File: src/rtl/pdm_transmitter.sv
// pdm_transmitter
//
// Playback-side PDM modulator. Accepts 8-bit signed audio samples through a
// valid/ready handshake and buffers them in a small FIFO. A first-order
// sigma-delta modulator turns the current sample into a 1-bit PDM stream.
// The sample is advanced once per window of SAMPLE_STEPS PDM bits.
//
// Parameters
//   STEP_PERIOD   clock cycles per PDM bit (>= 2)
//   SAMPLE_STEPS  PDM bits per audio sample (>= 2)
//   FIFO_DEPTH    sample FIFO entries (power of two, >= 2)
//
// Ports
//   clk_in           system clock
//   rst_in           asynchronous active-low reset
//   en_in            modulator enable; low holds step/sample counters and
//                    accumulator at 0 and forces the PDM outputs to 0
//   audio_in         signed 8-bit sample
//   audio_valid_in   sample offered this cycle
//   audio_ready_out  FIFO can accept a sample (decoded from registered count)
//   flags_clr_in     synchronous clear of the sticky flags (set wins)
//   pdm_out          registered PDM bit
//   pdm_step_out     one-cycle pulse in the cycle pdm_out takes a new value
//   fifo_count_out   current FIFO occupancy
//   underrun_out     sticky: a sample boundary found the FIFO empty
//   overflow_out     sticky: a sample was offered while the FIFO was full
//
// Build option
//   PDM_TX_UNDERRUN_MUTE_EN  when defined, an underrun boundary loads the
//                            mid-scale sample 8'sh00; otherwise the last
//                            sample is held.

module pdm_transmitter #(
  parameter int STEP_PERIOD  = 32,
  parameter int SAMPLE_STEPS = 256,
  parameter int FIFO_DEPTH   = 4
) (
  input  logic                          clk_in,
  input  logic                          rst_in,
  input  logic                          en_in,
  input  logic [7:0]                    audio_in,
  input  logic                          audio_valid_in,
  output logic                          audio_ready_out,
  input  logic                          flags_clr_in,
  output logic                          pdm_out,
  output logic                          pdm_step_out,
  output logic [$clog2(FIFO_DEPTH):0]   fifo_count_out,
  output logic                          underrun_out,
  output logic                          overflow_out
);

  localparam int SC_W = $clog2(STEP_PERIOD);
  localparam int WC_W = $clog2(SAMPLE_STEPS);
  localparam int AW   = $clog2(FIFO_DEPTH);
  localparam int CW   = AW + 1;

  localparam logic [SC_W-1:0] SC_LAST = SC_W'(STEP_PERIOD - 1);
  localparam logic [WC_W-1:0] WC_LAST = WC_W'(SAMPLE_STEPS - 1);
  localparam logic [CW-1:0]   CNT_FULL = CW'(FIFO_DEPTH);

  // Step and sample counters
  logic [SC_W-1:0] sc;
  logic [WC_W-1:0] wc;
  logic            step;
  logic            boundary;

  // FIFO storage and bookkeeping
  logic [7:0]      mem [FIFO_DEPTH];
  logic [AW-1:0]   wr_ptr;
  logic [AW-1:0]   rd_ptr;
  logic [CW-1:0]   count;
  logic            fifo_empty;
  logic            push;
  logic            pop;

  // Modulator state
  logic [7:0]      cur;
  logic [7:0]      acc;
  logic [7:0]      u;
  logic [8:0]      s;

  logic            underrun_ev;
  logic            overflow_ev;

  always_comb begin
    step            = en_in && (sc == SC_LAST);
    boundary        = step && (wc == WC_LAST);
    fifo_empty      = (count == '0);
    audio_ready_out = (count != CNT_FULL);
    push            = audio_valid_in && audio_ready_out;
    // A pop looks only at the registered count, so a sample pushed on the
    // boundary cycle into an empty FIFO waits for the next boundary.
    pop             = boundary && !fifo_empty;
    underrun_ev     = boundary && fifo_empty;
    overflow_ev     = audio_valid_in && !audio_ready_out;
    // Offset-binary view of the signed sample: 0..255, mid-scale at 128.
    u               = {~cur[7], cur[6:0]};
    s               = {1'b0, acc} + {1'b0, u};
    fifo_count_out  = count;
  end

  // Step counter: free-running while enabled, held at 0 otherwise.
  always_ff @(posedge clk_in or negedge rst_in) begin
    if (!rst_in) begin
      sc <= '0;
    end else if (!en_in) begin
      sc <= '0;
    end else if (sc == SC_LAST) begin
      sc <= '0;
    end else begin
      sc <= sc + SC_W'(1);
    end
  end

  // Sample counter: advances once per step.
  always_ff @(posedge clk_in or negedge rst_in) begin
    if (!rst_in) begin
      wc <= '0;
    end else if (!en_in) begin
      wc <= '0;
    end else if (step) begin
      if (wc == WC_LAST) begin
        wc <= '0;
      end else begin
        wc <= wc + WC_W'(1);
      end
    end
  end

  // FIFO storage needs no reset; validity is tracked by the pointers/count.
  always_ff @(posedge clk_in) begin
    if (push) begin
      mem[wr_ptr] <= audio_in;
    end
  end

  always_ff @(posedge clk_in or negedge rst_in) begin
    if (!rst_in) begin
      wr_ptr <= '0;
      rd_ptr <= '0;
      count  <= '0;
    end else begin
      if (push) begin
        wr_ptr <= wr_ptr + AW'(1);
      end
      if (pop) begin
        rd_ptr <= rd_ptr + AW'(1);
      end
      case ({push, pop})
        2'b10:   count <= count + CW'(1);
        2'b01:   count <= count - CW'(1);
        default: count <= count;
      endcase
    end
  end

  // Current sample register; the boundary step itself still uses the old
  // value because the modulator reads cur before this update lands.
  always_ff @(posedge clk_in or negedge rst_in) begin
    if (!rst_in) begin
      cur <= '0;
    end else if (boundary) begin
      if (!fifo_empty) begin
        cur <= mem[rd_ptr];
      end else begin
`ifdef PDM_TX_UNDERRUN_MUTE_EN
        cur <= '0;
`else
        cur <= cur;
`endif
      end
    end
  end

  // First-order sigma-delta: the carry out of acc + u is the PDM bit.
  always_ff @(posedge clk_in or negedge rst_in) begin
    if (!rst_in) begin
      acc          <= '0;
      pdm_out      <= 1'b0;
      pdm_step_out <= 1'b0;
    end else if (!en_in) begin
      acc          <= '0;
      pdm_out      <= 1'b0;
      pdm_step_out <= 1'b0;
    end else begin
      pdm_step_out <= step;
      if (step) begin
        pdm_out <= s[8];
        acc     <= s[7:0];
      end
    end
  end

  // Sticky flags: a set event in the same cycle beats the clear.
  always_ff @(posedge clk_in or negedge rst_in) begin
    if (!rst_in) begin
      underrun_out <= 1'b0;
      overflow_out <= 1'b0;
    end else begin
      if (underrun_ev) begin
        underrun_out <= 1'b1;
      end else if (flags_clr_in) begin
        underrun_out <= 1'b0;
      end
      if (overflow_ev) begin
        overflow_out <= 1'b1;
      end else if (flags_clr_in) begin
        overflow_out <= 1'b0;
      end
    end
  end

endmodule

File: config.mk
export PLATFORM = sky130hd
export DESIGN_NAME = pdm_transmitter
export DESIGN_NICKNAME = d
export VERILOG_FILES = /design/src/rtl/pdm_transmitter.sv
export SDC_FILE = /design/constraint.sdc
export NUM_CORES = 1
export LEC_CHECK = 0
export BUFFER_PORTS_ARGS = -buffer_cell sky130_fd_sc_hd__clkbuf_2
export CAP_MARGIN = 20
export CORE_MARGIN = 2
export CORE_UTILIZATION = 45
export DETAILED_ROUTE_END_ITERATION = 12
export REMOVE_ABC_BUFFERS = 1
export SLEW_MARGIN = 10
export SYNTH_ARGS = -nofsm -noshare
export SYNTH_HDL_FRONTEND = slang
export SYNTH_SLANG_ARGS = --single-unit
File: constraint.sdc
create_clock -name clk_in -period 4.1 [get_ports clk_in]
set_input_delay 0.82 -clock clk_in [delete_from_list [all_inputs] [get_ports clk_in]]
set_output_delay 0.82 -clock clk_in [all_outputs]
set_load 0.01 [all_outputs]
==> metrics <==
endpoints failing hold 0; io pins 21; Setup crit start kind register; Pwr Total 1.70 mW; Die Span Y 90.3 um; Synth area leaders dfrtp_1, edfxtp_1, ha_1; Worst R2R Start sc[0]$_DFF_PN0_; Pwr Density 450 nW/um^2; Least-Margin Pin Slew 0.621 ns; Nets 301; number of global-route vias before repair approximately 2000; CTS clock-pin slew for the worst setup and hold paths 0.08 ns; skew final 0.00632 ns; Setup Fix Bufs, Post-CTS 0; Main synth FF type dfrtp_1; CP cell instances ha_1 > and3_1 > ha_1 > nand2_2 > or4_4 > nand2b_4 > inv_1 > ha_1 > inv_1 > fa_1 > xor2_1 > nor2_1 > xor2_1; fraction of registers with async set/reset about 56%; Post-Syn Area per Cell 13.7 sq um; Placer Congestion between 0.7 and 0.8; CTS tree yes; gr ovfl total 0; largest net degree at the start of global routing approximately 40; Int Power between 1 and 1.5 mW; CTS sink count 72; RR Endpoint fifo_count_out[2]$_DFFE_PN0P_; # rows 31; Via Count 1948; Crit Path Max Fanout 12; TNS Setup 0 ns; max-slew violation count 0; Starting Density 46.2%; Yosys cell types 50; Post-DRT Antenna Nets 0; Die ar. 8160 sq um; most frequent cell after synthesis dfrtp_1; Max-Cap Viols 0; Slew headroom 57.5%; Hold Crit Class primary input to async pin; post-synthesis cell count 244; GRT Total Usage between 10% and 20%; WL per Instance 15.1 um; Clock Latency Late Sink 0.35 ns; EDFF count, synth 32; Worst EP required 4.37 ns; Seq/Total Area, Yosys 58.5%; post-DP HPWL 3.83 mm; switching part of the total between 20% and 30%; die extent in x ~90 um; unrepaired setup endpoints after global routing false; first-pass GRT wire length between 9 and 10 mm; Synth Register Bits 72; most instantiated cells after synthesis dfrtp_1, edfxtp_1, nand2_1; status finished clean; worst r2r path cells 13; Yosys top cell by area dfrtp_1; CTS Buf Count 9; Max stage delay cell, worst path or4_4; CORE AREA 7250 sq um; clock root cell clkbuf_8; DRC violations left 0; post-DR vias/cell 5.21; Crit. End Element register; Clk pwr share 33.7%; area growth from synthesis to layout 12.4%; Sw Pwr 0.463 mW; Max Fclk approximately 300 MHz; minimum clock period 3.37 ns; Post-CTS Hold Buffers 0; Lkg Pwr approximately 1.7 nW; crit path buf inv count 2; initial antenna violation count 0; share of the synthesized area in the top cell type about 30%; layout cells sized above 1 21.8%; Crit path top cell by count ha_1; sequential share of power 53.3%; arrival time at the worst endpoint 3.64 ns; Max stage delay on crit path 0.60 ns; H-tree depth 3; Total Routed Length 5.63 mm; # port buffers 20; Comb pwr share 13.0%; Top Family by Delay on Critical Path simple AND/OR/NAND/NOR gates; reg2reg setup slack roughly 0.73 ns; Synth Warn # 0; synthesized area ~3400 sq um; post-CTS resize count 0; # setup viols final 0; type of the worst setup path register to register; first-pass detailed-route iteration total 4; maximum VDD drop 0.000291 V; Antenna diodes 0; iteration-0 DRC count of the detailed router 33; Final period util 82.2%; clk buf depth 2; filler cell count 629
kinds of logic (layout without fill, tap and decap cells):
group                    count (synthesis)  after routing  synth area share, %
flip-flops                              72             72                 58.5
AND/OR/NAND/NOR                         64             64                 10.5
AO/OA/AOI/OAI                           38             38                 8.06
buffers and inverters                   20             51                 2.50
multiplexers                            19             19                 9.89
adder cells (fa/ha/maj)                 18             18                 7.16
XOR/XNOR                                13             13                 3.40
power groups by stage:
| stage | Sequential, mW | Clock, mW | Combinational [mW] |
|---|---|---|---|
| floorplan | 0.916 | 0 | 0.139 |
| global placement | 0.916 | 0 | 0.222 |
| detailed placement | 0.919 | 0 | 0.226 |
| CTS | 0.904 | 0.585 | 0.226 |
| global route | 0.914 | 0.613 | 0.251 |
| finish | 0.903 | 0.571 | 0.221 |
routing by layer:
metal | part of all wire (%) | track usage [%]
met3 | 2.7 | 3.01
met4 | 1.9 | 8.08
met5 | 0 | 0
met1 | 48 | 20.2
met2 | 47 | 23.8
flip-flops by register name, summed over array words and instances, names as in the netlist:
register and cells:
acc 8, cur 8, fifo_count_out 3, mem 32
overflow_out 1, pdm_out 1, pdm_step_out 1, rd_ptr 2
sc 5, underrun_out 1, wc 8, wr_ptr 2
worst max-delay path by stage:
stage / start / end / slack [ns] / cells past startpoint
final: sc[0]$_DFF_PN0_ / fifo_count_out[2]$_DFFE_PN0P_ / 0.73 / 13
after global routing: sc[0]$_DFF_PN0_ / fifo_count_out[2]$_DFFE_PN0P_ / 0.48 / 13
after CTS: sc[0]$_DFF_PN0_ / fifo_count_out[2]$_DFFE_PN0P_ / 0.69 / 13
after detailed placement: sc[0]$_DFF_PN0_ / fifo_count_out[2]$_DFFE_PN0P_ / 0.72 / 13
after global placement: sc[0]$_DFF_PN0_ / fifo_count_out[2]$_DFFE_PN0P_ / 0.78 / 13
after floorplan: sc[0]$_DFF_PN0_ / fifo_count_out[2]$_DFFE_PN0P_ / 1.05 / 13
layout by cell type, fill, tap and decap left out, drive strengths merged, types with 8 or more instances in the layout:
master	count
mux2	9
ha	16
nand2	18
inv	16
edfxtp	32
clkbuf	29
dfrtp	40
mux4	8
xnor2	9
o21ai	9
metrics by stage:
| stage | hold slack, ns | utilization (%) | cells | instance area (sq um) | setup WS (ns) |
|---|---|---|---|---|---|
| floorplan | 0.432 | - | 238 | 3320 | 1.05 |
| global placement | 0.447 | 48.9 | 357 | 3550 | 0.784 |
| detailed placement | 0.456 | 48.9 | 357 | 3550 | 0.718 |
| CTS | 0.466 | 51.7 | 373 | 3750 | 0.694 |
| global route | 0.334 | 52.0 | 374 | 3770 | 0.477 |
| finish | 0.325 | 52.0 | 374 | 3770 | 0.731 |
layout make-up:
class | instances | area, sq um | share of cell area, %
inverter | 14 | 52.6 | 1.39
sequential | 72 | 1960 | 52.1
timing repair buffer | 21 | 120 | 3.19
clock inverter | 7 | 78.8 | 2.09
tap | 99 | 124 | 3.29
multi-input combinational | 152 | 1310 | 34.7
clock buffer | 9 | 124 | 3.29
No activity file was read; power rests on OpenSTA's default activity.
